File: config.mk
export PLATFORM = sky130hd
export DESIGN_NAME = mc_ctrl
export DESIGN_NICKNAME = d
export VERILOG_FILES = /design/src/rtl/mc_pkg.sv /design/src/rtl/mc_decode.sv /design/src/rtl/mc_ctrl.sv
export SDC_FILE = /design/constraint.sdc
export NUM_CORES = 1
export LEC_CHECK = 0
export CAP_MARGIN = 20
export CORE_MARGIN = 2
export CORE_UTILIZATION = 30
export DETAILED_ROUTE_END_ITERATION = 8
export PLACE_DENSITY = 0.95
export SYNTH_ARGS = -nofsm -noshare
export SYNTH_HDL_FRONTEND = slang
export SYNTH_SLANG_ARGS = --single-unit
File: constraint.sdc
create_clock -name clk -period 3.58 [get_ports clk]
set_input_delay 0.358 -clock clk [delete_from_list [all_inputs] [get_ports clk]]
set_output_delay 0.358 -clock clk [all_outputs]
set_load 0.01 [all_outputs]
File: src/rtl/mc_pkg.sv
// Shared definitions for the multi-cycle controller: opcode/funct fields,
// ALU operation codes, state encoding, datapath select encodings and instruction classes.
package mc_pkg;

    localparam logic [5:0] OP_RTYPE = 6'b000000;
    localparam logic [5:0] OP_ORI   = 6'b001101;
    localparam logic [5:0] OP_LUI   = 6'b001111;
    localparam logic [5:0] OP_LW    = 6'b100011;
    localparam logic [5:0] OP_SW    = 6'b101011;
    localparam logic [5:0] OP_BEQ   = 6'b000100;
    localparam logic [5:0] OP_J     = 6'b000010;
    localparam logic [5:0] OP_JAL   = 6'b000011;

    localparam logic [5:0] FN_ADDU  = 6'b100001;
    localparam logic [5:0] FN_SUBU  = 6'b100011;
    localparam logic [5:0] FN_SLL   = 6'b000000;
    localparam logic [5:0] FN_JR    = 6'b001000;

    // Must stay identical to the ALU's own operation decode.
    typedef enum logic [3:0] {
        ALU_ADD = 4'd0,
        ALU_SUB = 4'd1,
        ALU_OR  = 4'd2,
        ALU_LUI = 4'd3,
        ALU_SLL = 4'd4
    } alu_op_t;

    typedef enum logic [2:0] {
        ST_FETCH  = 3'd0,
        ST_DECODE = 3'd1,
        ST_EXEC   = 3'd2,
        ST_MEM    = 3'd3,
        ST_WB     = 3'd4
    } state_t;

    localparam logic [1:0] RD_RT   = 2'b00;
    localparam logic [1:0] RD_RD   = 2'b01;
    localparam logic [1:0] RD_RA   = 2'b10;

    localparam logic [1:0] M2R_ALU = 2'b00;
    localparam logic [1:0] M2R_MEM = 2'b01;
    localparam logic [1:0] M2R_PC  = 2'b10;

    localparam logic [1:0] PCS_INC = 2'b00;
    localparam logic [1:0] PCS_BR  = 2'b01;
    localparam logic [1:0] PCS_JMP = 2'b10;
    localparam logic [1:0] PCS_RS  = 2'b11;

    typedef struct packed {
        logic rtype_alu;
        logic ori;
        logic lui;
        logic lw;
        logic sw;
        logic beq;
        logic j;
        logic jal;
        logic jr;
        logic illegal;
    } instr_class_t;

endpackage

File: src/rtl/mc_decode.sv
// Combinational instruction classifier: IR contents to one-hot class plus the
// ALU operation, extension mode and B-operand select used during EXEC.
module mc_decode
    import mc_pkg::*;
(
    input  logic [31:0]  instr,
    output instr_class_t cls,
    output logic [3:0]   alu_op,
    output logic         ext_op,
    output logic         alu_src_b
);

    logic unused_instr;
    assign unused_instr = ^instr[25:6];

    always_comb begin
        cls       = '0;
        alu_op    = ALU_ADD;
        ext_op    = 1'b0;
        alu_src_b = 1'b0;
        case (instr[31:26])
            OP_RTYPE: begin
                case (instr[5:0])
                    FN_ADDU: begin cls.rtype_alu = 1'b1; alu_op = ALU_ADD; end
                    FN_SUBU: begin cls.rtype_alu = 1'b1; alu_op = ALU_SUB; end
                    FN_SLL:  begin cls.rtype_alu = 1'b1; alu_op = ALU_SLL; end
                    FN_JR:   cls.jr = 1'b1;
                    default: cls.illegal = 1'b1;
                endcase
            end
            OP_ORI: begin
                cls.ori   = 1'b1;
                alu_op    = ALU_OR;
                alu_src_b = 1'b1;
            end
            OP_LUI: begin
                cls.lui   = 1'b1;
                alu_op    = ALU_LUI;
                alu_src_b = 1'b1;
            end
            OP_LW: begin
                cls.lw    = 1'b1;
                alu_src_b = 1'b1;
                ext_op    = 1'b1;
            end
            OP_SW: begin
                cls.sw    = 1'b1;
                alu_src_b = 1'b1;
                ext_op    = 1'b1;
            end
            OP_BEQ: begin
                cls.beq = 1'b1;
                alu_op  = ALU_SUB;
            end
            OP_J:    cls.j   = 1'b1;
            OP_JAL:  cls.jal = 1'b1;
            default: cls.illegal = 1'b1;
        endcase
    end

endmodule

File: src/rtl/mc_ctrl.sv
// Multi-cycle control unit: state register plus per-state Moore output decode.
// Optional MC_CTRL_MEM_WAIT_EN stretches MEM until Mem_Ready is seen.
module mc_ctrl
    import mc_pkg::*;
(
    input  logic        clk,
    input  logic        reset,
    input  logic [31:0] Instr,
    input  logic        Zero,
    input  logic        Mem_Ready,
    output logic        PC_En,
    output logic        IR_En,
    output logic        RegWrite,
    output logic        MemWrite,
    output logic [3:0]  ALUOp,
    output logic        ALUSrcB,
    output logic        ExtOp,
    output logic [1:0]  RegDst,
    output logic [1:0]  MemToReg,
    output logic [1:0]  PCSrc,
    output logic        Instr_Done,
    output logic        Illegal,
    output logic [2:0]  State
);

    state_t       state_q, state_d;
    instr_class_t cls;
    logic [3:0]   dec_alu_op;
    logic         dec_ext_op;
    logic         dec_alu_src_b;
    logic         mem_go;
    logic         unused_ok;

    mc_decode u_decode (
        .instr     (Instr),
        .cls       (cls),
        .alu_op    (dec_alu_op),
        .ext_op    (dec_ext_op),
        .alu_src_b (dec_alu_src_b)
    );

`ifdef MC_CTRL_MEM_WAIT_EN
    assign mem_go    = Mem_Ready;
    assign unused_ok = cls.ori ^ cls.lui;
`else
    assign mem_go    = 1'b1;
    assign unused_ok = cls.ori ^ cls.lui ^ Mem_Ready;
`endif

    always_ff @(posedge clk or posedge reset) begin
        if (reset) state_q <= ST_FETCH;
        else       state_q <= state_d;
    end

    always_comb begin
        state_d    = ST_FETCH;
        PC_En      = 1'b0;
        IR_En      = 1'b0;
        RegWrite   = 1'b0;
        MemWrite   = 1'b0;
        ALUOp      = ALU_ADD;
        ALUSrcB    = 1'b0;
        ExtOp      = 1'b0;
        RegDst     = RD_RT;
        MemToReg   = M2R_ALU;
        PCSrc      = PCS_INC;
        Instr_Done = 1'b0;
        Illegal    = 1'b0;
        case (state_q)
            ST_FETCH: begin
                IR_En   = 1'b1;
                PC_En   = 1'b1;
                state_d = ST_DECODE;
            end
            ST_DECODE: begin
                if (cls.j || cls.jal) begin
                    PC_En      = 1'b1;
                    PCSrc      = PCS_JMP;
                    Instr_Done = 1'b1;
                    // PC already holds PC+4 from FETCH, which is the link value.
                    if (cls.jal) begin
                        RegWrite = 1'b1;
                        RegDst   = RD_RA;
                        MemToReg = M2R_PC;
                    end
                end else if (cls.jr) begin
                    PC_En      = 1'b1;
                    PCSrc      = PCS_RS;
                    Instr_Done = 1'b1;
                end else if (cls.illegal) begin
                    Illegal    = 1'b1;
                    Instr_Done = 1'b1;
                end else begin
                    state_d = ST_EXEC;
                end
            end
            ST_EXEC: begin
                ALUOp   = dec_alu_op;
                ALUSrcB = dec_alu_src_b;
                ExtOp   = dec_ext_op;
                if (cls.beq) begin
                    PC_En      = Zero;
                    PCSrc      = PCS_BR;
                    Instr_Done = 1'b1;
                end else if (cls.lw || cls.sw) begin
                    state_d = ST_MEM;
                end else begin
                    state_d = ST_WB;
                end
            end
            ST_MEM: begin
                if (cls.sw) begin
                    MemWrite   = 1'b1;
                    Instr_Done = mem_go;
                    state_d    = mem_go ? ST_FETCH : ST_MEM;
                end else begin
                    state_d    = mem_go ? ST_WB : ST_MEM;
                end
            end
            ST_WB: begin
                RegWrite   = 1'b1;
                Instr_Done = 1'b1;
                RegDst     = cls.rtype_alu ? RD_RD : RD_RT;
                MemToReg   = cls.lw ? M2R_MEM : M2R_ALU;
            end
            default: state_d = ST_FETCH;
        endcase
        // Reset silences every strobe and select, even though FETCH is already forced.
        if (reset) begin
            PC_En      = 1'b0;
            IR_En      = 1'b0;
            RegWrite   = 1'b0;
            MemWrite   = 1'b0;
            ALUOp      = ALU_ADD;
            ALUSrcB    = 1'b0;
            ExtOp      = 1'b0;
            RegDst     = RD_RT;
            MemToReg   = M2R_ALU;
            PCSrc      = PCS_INC;
            Instr_Done = 1'b0;
            Illegal    = 1'b0;
        end
    end

    assign State = state_q;

endmodule

; ---- After elaboration in Yosys (flattened, before gate mapping)
; Index checks and enable logic that the tools add are counted.
[totals]
regBits = 3
in_bits = 36
out_inout_bits = 21
wordCells = 90
[op_classes]
n_eq_ne = 14
muxes = 65
reduce_logical = 10
[op_table]
columns = operator, count
row1 = 1-bit 2-to-1 mux, 40
row2 = "6-bit equality test, second input constant", 4
row3 = 2-bit 2-to-1 mux, 10
row4 = "6-bit by 4-bit equality test with 1-bit output, second input constant", 3
row5 = 4-bit one-hot mux with 4 select lines, 1
row6 = "6-bit by 2-bit equality test with 1-bit output, second input constant", 2
row7 = 6-bit logical NOT, 2
row8 = 2-bit one-hot mux with 2 select lines, 3
row9 = 3-bit one-hot mux with 4 select lines, 1
row10 = 3-bit 2-to-1 mux, 3
row11 = 4-bit 2-to-1 mux, 2
row12 = 4-bit OR reduction, 2
row13 = 7-bit OR reduction, 1
row14 = "3-bit by 2-bit equality test with 1-bit output, second input constant", 2
row15 = "6-bit by 3-bit equality test with 1-bit output, second input constant", 1
row16 = 3-bit one-hot mux with 2 select lines, 1
row17 = 1-bit one-hot mux with 2 select lines, 2
row18 = 1-bit one-hot mux with 4 select lines, 1
row19 = "3-bit by 1-bit equality test with 1-bit output, second input constant", 1
row20 = "3-bit equality test, second input constant", 1
row21 = 3-bit logical NOT, 1
row22 = 1-bit one-hot mux with 3 select lines, 1
row23 = 3-bit OR reduction, 1
row24 = 1-bit logical OR, 2
row25 = 2-bit OR reduction, 1

; ---- Logic depth before layout (Yosys ltp)
; Gate-level depths: netlist of run 1.
[logic_depth]
depth_word = 9
ltp_mapped = 5
mapped_depth_nobuf = 4

; ---- Modules after synthesis
; From an unflattened synthesis of run 1, not the netlist that was laid out.
[unflattened]
hier_cells = 100
area_unflattened_um2 = 678.2
[by_module_without_submodules]
columns = module, instances, cells_each, area_each_um2, seq_area_each_um2
row1 = mc_ctrl, 1, 57, 421.7, 75.1
row2 = mc_decode, 1, 43, 256.5, 0.0

; ---- Worst setup path before layout of run 1
; Ideal clock, no wire load.
[synth_path]
path_type = reg2out
start = register state_q[1], in the netlist State[1]
end = output PC_En
t_arrival_ns = 1.489
required_time_ns = 3.222
setup_slack_ns = 1.733
stages_incl_launch_ff = 6
n_path_buf = 1
cell_sequence = dfrtp_1 > clkbuf_1 > nor4b_1 > nand2_1 > nor2_1 > a211o_1
[synth_between]
elab_chain_len = 3
elab_cells_between_ends = 5
cone_classes = eq/ne: 2 / mux: 2 / reduce/logical: 1
[synth_lines]
columns = element, line_no
row1 = start: declaration, mc_ctrl.sv:26  ; state_t state_q, state_d;
row2 = start signal: assignment, mc_ctrl.sv:52  ; else state_q <= state_d;
row3 = 3-bit by 2-bit equality test with 1-bit output (tied with other cells), mc_ctrl.sv:69  ; case (state_q)
row4 = 1-bit one-hot mux with 3 select lines *, mc_ctrl.sv:69
row5 = 1-bit 2-to-1 mux *, mc_ctrl.sv:129  ; if (reset) begin
row6 = end: declaration, mc_ctrl.sv:11  ; output logic PC_En,
; Every way passes the cells marked *; elsewhere a longest branch is shown, timed or not.

; ---- Worst setup path after layout of run 1
[layout_path]
start = input Instr[30]
end = output PC_En
[layout_between]
elab_chain_len = 6
elab_cells_between_ends = 14
cone_classes = eq/ne: 3 / mux: 9 / reduce/logical: 2
[layout_lines]
columns = element, line_no
row1 = start: declaration, mc_ctrl.sv:8  ; input logic [31:0] Instr,
row2 = 6-bit logical NOT / 6-bit by 2-bit equality test with 1-bit output (equally long branches), mc_decode.sv:21  ; case (instr[31:26])
row3 = 1-bit 2-to-1 mux, mc_decode.sv:21
row4 = 1-bit 2-to-1 mux / 1-bit logical OR (equally long branches), "mc_ctrl.sv:86, mc_ctrl.sv:76"
row5 = 1-bit 2-to-1 mux, mc_ctrl.sv:76  ; if (cls.j || cls.jal) begin
row6 = 1-bit one-hot mux with 3 select lines *, mc_ctrl.sv:69
row7 = 1-bit 2-to-1 mux *, mc_ctrl.sv:129
; Marked as above.

==> metrics.csv, run 1 <==
metric;value;unit
reg2regPathDepth;3;
finalSetupTns;0;ps
grt_max_degree;15;
h-tree-depth;1;
grt_pass1_vias;675;
largest_register_ffs;3;
totalWireLength;1805;µm
die_area;2153;µm²
stdcell_area;909.6;µm²
clkLatencyLatePin;230;ps
placed_cell_area;883.3;µm²
synth.distinct_cells;38;
antenna_found_initial;0;
ir_drop;0.0002053;V
switching_share;38.40;%
die_x;46.40;µm
synth-seq-cells;3;
synth-edff-count;0;
finalClockSkew;1.131;ps
power_density;281.1;nW/µm²
ioPinCount;57;
leakage;0.3078;nW
syn_inst;80;
seq_power_share;25.2;%
mappedNetlistArea;539.3;µm²
drc;0;
gp_congestion;0.8285;
antenna_cells;0;
hold_viol;0;
setup_viol;0;
hold_buffers;0;
p_clk_share;23.9;%
synthFlopType;dfrtp_1;
drt-initial-drc-count;20;
area_delta_synth_final;68.68;%
syn_area_per_cell;6.741;µm²
ctsResizeCount;0;
fin_crit_sh;78.88;%
initial_utilization;31.58;%
cp_max_fo;8;
place_inst;134;
maxCapViolations;0;
worstHoldPathType;in -> async;
portBuffers;34;
seq_area_frac_synth;13.92;%
dieHeight;46.40;µm
switchingPower;0.00009818;W
totalPowerFinal;0.0002557;W
cts.reportedPaths.clkPinSlew;40;ps
path_class;in -> out;
drive_gt1_share;4.425;%
p_comb_share;50.9;%
cp-endpoint;PC_En;
clock_sinks;3;
r2r-end;State[1];
wl_per_cell;13.08;µm
fmax;354.1;MHz
r2r_slack;2360;ps
first_pass_iters;4;
track_usage;17.91;%
crit_path_end_kind;output port;
cts_root_buffer;clkbuf_4;
core_area;1708;µm²
required;3220;ps
crit_arrival;2470;ps
hpwl;1438;µm
drv_slew;0;
cts_made_buffers;3;
nets;150;
clock_path_buffers;2;
grt_pass1_wl;2822;µm
status;finished clean;
postCtsSetupBuffers;0;
vias;729;
final_common_cell;clkdlybuf4s50_1;
std_cell_rows;15;
power.internal;0.0001575;W
via_per_inst;5.283;
async_flop_share;100.0;%
grt_setup_unrepaired;false;
most-common-layout-cells;34 x clkdlybuf4s50_1, 12 x nor2_1, 7 x nor3_1;
crit_path_start_kind;primary input;
min_period;2824;ps
cts_tree;done;
r2r-start;State[1];
ant_nets;0;
grt-ovfl-total;0;
yosys_warnings;0;
crit_path_start;Instr[30];
postSynthNetCount;116;
finalNonFillerCells;138;
==> through the flow <==
stage	hold WS (ps)	utilization, %	worst slack (ps)
floorplan	133.9	-	1733
global placement	570.1	51.72	768.0
detailed placement	590.5	51.72	767.5
CTS	512.3	53.26	765.0
global route	535.4	53.26	609.6
finish	506.0	53.26	756.1
==> cell type report <==
type / count / area (µm²)
clock buffers: 4 / 26.28
multi-input cells: 68 / 421.7
flip-flops and latches: 3 / 75.07
repair buffers: 34 / 340.3
well taps: 25 / 31.28
inverters: 4 / 15.01
fillers: 165 / 798.3
==> synthesized netlist by cell type, drive strengths merged (2+ instances only) <==
cell | instances | share of area, %
nor3 | 7 | 6.5
nand2b | 2 | 2.3
nand4b | 2 | 3.2
a31oi | 2 | 2.3
nand2 | 5 | 3.5
or3b | 2 | 3.2
a21oi | 2 | 2.6
buf | 3 | 3.7
inv | 4 | 2.8
dfrtp | 3 | 14
nand3 | 3 | 2.8
nor4b | 2 | 3.2
or3 | 2 | 2.3
nor2b | 2 | 2.3
or2 | 2 | 2.3
clkbuf | 2 | 1.4
nor4 | 4 | 7.4
and3 | 3 | 3.5
nor2 | 12 | 8.4
==> layer usage <==
metal  vias up  track usage, %  part of all wire [%]
met1       331           22.51                    45
met2        29           30.28                    48
met4         0           6.857                  0.66
met5         -               0                     0
met3         2           2.745                   6.4
li1        367               -                     -
==> power by group through the flow <==
stage | sequential [W] | clock, W | combinational, W
floorplan | 0.0000517 | 0 | 0.0000712
global route | 0.0000685 | 0.0000661 | 0.000140
detailed placement | 0.0000642 | 0 | 0.000130
global placement | 0.0000641 | 0 | 0.000126
finish | 0.0000645 | 0.0000611 | 0.000130
CTS | 0.0000639 | 0.0000633 | 0.000130
==> worst min-delay path by stage <==
stage | slack, ps | end
after CTS | 510 | State[2]
after detailed placement | 590 | State[1]
after floorplan | 130 | State[0]
final | 510 | State[2]
after global placement | 570 | State[1]
after global routing | 540 | State[1]
==> cells by family (layout without fill, tap and decap cells) <==
kind of cell,Yosys count,in the layout,share of synthesized area (%)
flops,3,3,13.92
buf+inv,9,42,7.887
other cells,1,1,0.6954
compound gates,15,15,21.35
simple gates,52,52,56.15
==> critical path, stage by stage <==
cell and delay (ps):
clkdlybuf4s50_1 570, or3b_1 510, or2_1 270, nor2_1 110, a211o_1 130, clkdlybuf4s50_1 520
No activity file was read; power rests on OpenSTA's default activity.
==> run 2, diff against run 1 <==
CORE_UTILIZATION = 28   (was 30)
PLACE_DENSITY = 0.91   (was 0.95)
clock period = 2.7 ns   (was 3.58 ns; I/O delays follow)
==> run 2 against run 1 <==
Net effect:
- combinational power is 66% higher
- worst hold slack lost 83 ps
- power grew 41%
- clock-buffer cell count stayed put
- sequential cell count unchanged
- routed wire length is 3.8% higher
- critical endpoint unchanged
- largest cell class unchanged
==> metrics.csv, run 2 (synthesis results as in run 1) <==
metric;value;unit;change
status;finished clean;;
r2r-start;State[1];;
reg2regPathDepth;3;;unchanged
die_x;47.89;µm;+3.2%
crit_path_end_kind;output port;;
drive_gt1_share;12.40;%;+8.0 points
cts_root_buffer;clkbuf_4;;
grt_pass1_wl;2973;µm;+5.4%
switchingPower;0.0001352;W;+38%
postCtsSetupBuffers;0;;unchanged
cpMostUsedCell;clkdlybuf4s50_1;;
critical-path-max-stage-delay;560;ps;about the same
power.internal;0.0002256;W;+43%
r2r_slack;1470;ps;-890 ps
ant_nets;0;;unchanged
area_delta_synth_final;82.13;%;
ir_drop;0.0001945;V;-5.3%
clkLatencyLatePin;240;ps;about the same
nets;158;;+5.3%
seq_power_share;17.5;%;-7.7 points
cp_max_fo;6;;-2
clock_path_buffers;2;;unchanged
p_clk_share;22.6;%;-1.3 points
totalWireLength;1874;µm;+3.8%
initial_utilization;30.57;%;-1.0 points
gp_congestion;0.8780;;+6.0%
grt_pass1_vias;716;;+6.1%
h-tree-depth;1;;unchanged
first_pass_iters;4;;unchanged
ioPinCount;57;;unchanged
antenna_cells;0;;unchanged
crit_arrival;2330;ps;-140 ps
crit_path_top_delay_cell;clkdlybuf4s50_1;;
min_period;2596;ps;
path_class;in -> out;;
via_per_inst;5.363;;+1.5%
core_area;1764;µm²;+3.3%
crit_buf_inv;2;;unchanged
hold_ws;423.5;ps;-82.57 ps
r2r-end;State[1];;
final_common_cell;clkdlybuf4s50_1;;
crit_family;buffers and inverters;;
wl_per_cell;12.84;µm;-1.9%
most-common-layout-cells;34 x clkdlybuf4s50_1, 12 x nor2_1, 8 x buf_4;;
portBuffers;34;;unchanged
clock_sinks;3;;unchanged
grt_max_degree;14;;-1
setup_viol;0;;unchanged
fmax;385.3;MHz;
worstHoldPathType;in -> async;;
hpwl;1532;µm;+6.5%
grt_setup_unrepaired;false;;
finalClockSkew;8.296;ps;+7.164 ps
std_cell_rows;15;;unchanged
power_density;367.3;nW/µm²;+31%
hold_viol;0;;unchanged
drt-initial-drc-count;13;;-35%
leakage;0.3465;nW;+13%
finalSetupTns;0;ps;unchanged
cts_tree;done;;
maxCapViolations;0;;unchanged
cts_made_buffers;3;;unchanged
grt-ovfl-total;0;;unchanged
largest_register_ffs;3;;unchanged
fin_crit_sh;96.14;%;
switching_share;37.47;%;-0.93 points
antenna_found_initial;0;;unchanged
drc;0;;unchanged
cp_cell_sequence;clkdlybuf4s50_1, or3b_1, or2_1, nor2_1, a211o_1, clkdlybuf4s50_1;;
drv_slew;0;;unchanged
die_area;2293;µm²;+6.5%
p_comb_share;60.0;%;+9.1 points
crit_path_start_kind;primary input;;
vias;783;;+7.4%
dieHeight;47.89;µm;+3.2%
track_usage;17.95;%;+0.033 points
required;2430;ps;-790 ps
fin_util;55.67;%;+2.4 points
cts.reportedPaths.clkPinSlew;40;ps;about the same
run 2: repair_timing:
action / in CTS / in global routing
hold endpoints to repair: 0 / 0
hold buffers: 0 / 0
endpoints found under the setup margin: 0 / 3
resized for setup: 0 / 2
run 2: final cells by class:
class	count	area (µm²)
tap	25	31.28
timing repair buffer	42	400.4
inverter	4	15.01
clock buffer	4	26.28
sequential	3	75.07
fill	176	782.0
multi-input combinational	68	434.2
run 2: layer usage:
| layer | up-vias | track usage (%) | wire, µm |
|---|---|---|---|
| li1 | 383 | - | - |
| met3 | 2 | 1.509 | 130 |
| met2 | 32 | 31.73 | 922 |
| met4 | 0 | 6.486 | 12 |
| met5 | - | 0 | 0 |
| met1 | 366 | 22.44 | 810 |
run 2: power by group through the flow:
stage               registers (W)  clock network [W]  logic [W]
floorplan               0.0000686                  0  0.0000944
global placement        0.0000643                  0   0.000211
detailed placement      0.0000640                  0   0.000214
CTS                     0.0000634          0.0000830   0.000214
global route            0.0000651          0.0000842   0.000237
finish                  0.0000631          0.0000814   0.000216
run 2: how the worst max path moves through the flow:
stage                  to      start  cells past startpoint  slack (ps)
3_5_place_dp   Instr_Done  Instr[28]                      7         100
5_1_grt             PC_En  Instr[28]                      6          10
4_1_cts        Instr_Done  Instr[28]                      7         100
2_1_floorplan       PC_En   State[1]                      5         940
6_report            PC_En  Instr[28]                      6         100
3_3_place_gp        PC_En  Instr[28]                      6         140
run 2: through the flow:
stage | instances | total power, W | instance area (µm²) | worst slack [ps]
after global placement | 142 | 0.0002755 | 943.4 | 144.6
after floorplan | 80 | 0.0001629 | 539.3 | 941.4
after global routing | 146 | 0.0003863 | 982.2 | 12.18
final | 146 | 0.0003608 | 982.2 | 104.3
after detailed placement | 142 | 0.0002776 | 943.4 | 101.2
after CTS | 146 | 0.0003603 | 969.7 | 101.2
run 2: worst min-delay path, delay by kind of cell:
kind / cells / cell delay, ps
buffers and inverters: 3 / 760
==> run 3, diff against run 2 <==
CORE_MARGIN = not set   (was 2)
PLACE_DENSITY = 0.85   (was 0.91)
clock period = 2.9 ns   (was 2.7 ns; I/O delays follow)
==> run 3 against run 2 <==
Net effect:
- combinational power shrank 24%
- clock power shrank 5.4%
- first-iteration DRC count grew 31%
- clock skew grew 1.6 ps
- core utilization shrank 3.3 points
- die area shrank 8.2%
- worst hold slack gained 12 ps
- register-to-register slack gained 200 ps
- global-route usage grew 1.9 points
- clock-buffer cell count is the same
- final cell count shrank 4.1%
- final area shrank 5.9%
- highest routed layer is now met3
- critical endpoint is now Instr_Done
==> metrics.csv, run 3 (synthesis results as in run 1) <==
metric;value;unit;change
switchingPower;0.0001241;W;-8.2%
status;finished clean;;
antenna_cells;0;;unchanged
vias;743;;-5.1%
core_area;1764;µm²;unchanged
die_area;2105;µm²;-8.2%
cts_made_buffers;3;;unchanged
finalNonFillerCells;140;;-4.1%
die_x;45.89;µm;-4.2%
required;2610;ps;+180 ps
nets;152;;-3.8%
hpwl;1428;µm;-6.8%
largest_register_ffs;3;;unchanged
power.internal;0.0001963;W;-13%
h-tree-depth;1;;unchanged
wl_per_cell;12.81;µm;-0.17%
crit_path_start;Instr[29];;
crit_path_end_kind;output port;;
most-common-layout-cells;34 x clkdlybuf4s50_1, 12 x nor2_1, 7 x nor3_1;;
leakage;0.3174;nW;-8.4%
hold_viol;0;;unchanged
routed-wl-met2;854;µm;-7.4%
route.met3.wl;160;µm;+23%
maxCapViolations;0;;unchanged
crit_path_top_delay_cell;clkdlybuf4s50_1;;
ant_nets;0;;unchanged
grt_pass1_vias;630;;-12%
gp_congestion;0.8540;;-2.7%
grt-ovfl-total;0;;unchanged
highest_layer;met3;;
p_clk_share;24.0;%;+1.4 points
initial_utilization;30.57;%;unchanged
drc;0;;unchanged
drive_gt1_share;6.087;%;-6.3 points
track_usage;19.85;%;+1.9 points
drt-initial-drc-count;17;;+4
antenna_found_initial;0;;unchanged
cp_cell_sequence;clkdlybuf4s50_1, buf_4, nor4_4, o2111ai_1, o211ai_1, o21ai_1, clkdlybuf4s50_1;;
r2r-start;State[1];;
grt_pass1_wl;2946;µm;-0.91%
place_inst;136;;-4.2%
drv_slew;0;;unchanged
critical-path-max-stage-delay;540;ps;-20 ps
ir_drop;0.0001856;V;-4.5%
final_common_cell;clkdlybuf4s50_1;;
std_cell_rows;15;;unchanged
crit_path_start_kind;primary input;;
crit_buf_inv;3;;+1
portBuffers;34;;unchanged
p_comb_share;51.2;%;-8.8 points
power_density;346.5;nW/µm²;-5.7%
postCtsSetupBuffers;0;;unchanged
finalClockSkew;9.883;ps;+1.587 ps
first_pass_iters;4;;unchanged
grt_max_degree;15;;+1
seq_power_share;24.8;%;+7.3 points
fmax;369.3;MHz;
crit_family;buffers and inverters;;
fin_crit_sh;93.38;%;
dieHeight;45.89;µm;-4.2%
path_class;in -> out;;
drt-met1-wl;779;µm;-3.8%
cts_tree;done;;
cpMostUsedCell;clkdlybuf4s50_1;;
clkLatencyLatePin;240;ps;about the same
grt_setup_unrepaired;false;;
clock_sinks;3;;unchanged
ioPinCount;57;;unchanged
setup_viol;0;;unchanged
hold_buffers;0;;unchanged
cts.reportedPaths.clkPinSlew;40;ps;about the same
via_per_inst;5.307;;-1.0%
totalWireLength;1794;µm;-4.3%
clock_path_buffers;2;;unchanged
cts_root_buffer;clkbuf_4;;
ctsResizeCount;0;;unchanged
crit_arrival;2420;ps;+90 ps
min_period;2708;ps;
finalSetupTns;0;ps;unchanged
cp_max_fo;6;;unchanged
area_delta_synth_final;71.46;%;
switching_share;38.74;%;+1.3 points
worstHoldPathType;in -> async;;
==> run 3: final cells by class <==
cell class | count | area, µm²
tap | 25 | 31.28
inverter | 4 | 15.01
clock buffer | 4 | 26.28
fill | 196 | 839.6
timing repair buffer | 36 | 355.3
sequential | 3 | 75.07
multi-input combinational | 68 | 421.7
==> run 3: power groups by stage <==
stage	clock (W)	sequential (W)	combinational, W
global placement	0	0.0000792	0.000159
finish	0.0000770	0.0000795	0.000164
floorplan	0	0.0000638	0.0000879
CTS	0.0000798	0.0000786	0.000164
detailed placement	0	0.0000788	0.000163
global route	0.0000863	0.0000835	0.000178
==> run 3: path summary, 6_finish.rpt <==
path	to	slack, ps	cells after the start
min in group clk	State[1]	610	1
setup reg to reg	State[1]	1670	3
hold reg to reg	State[1]	610	1
max in group asynchronous	State[1]	2280	2
hold / removal	State[2]	440	2
setup / recovery	Instr_Done	190	7
==> run 3: per-stage QoR <==
stage	hold WS [ps]	utilization [%]	worst slack (ps)	total power (W)	area, µm²
6_report	435.6	52.41	192.0	0.0003204	924.6
3_3_place_gp	577.2	50.92	237.6	0.0002381	898.4
2_1_floorplan	65.94	-	1121	0.0001517	539.3
3_5_place_dp	590.1	50.92	231.8	0.0002414	898.4
5_1_grt	427.4	52.41	45.42	0.0003481	924.6
4_1_cts	415.0	52.41	220.7	0.0003222	924.6
==> run 3: per-layer routing <==
layer / vias up / track usage, %
met3: 0 / 5.556
met5: - / 0
met1: 344 / 26.23
met4: 0 / 8.824
li1: 367 / -
met2: 32 / 29.58
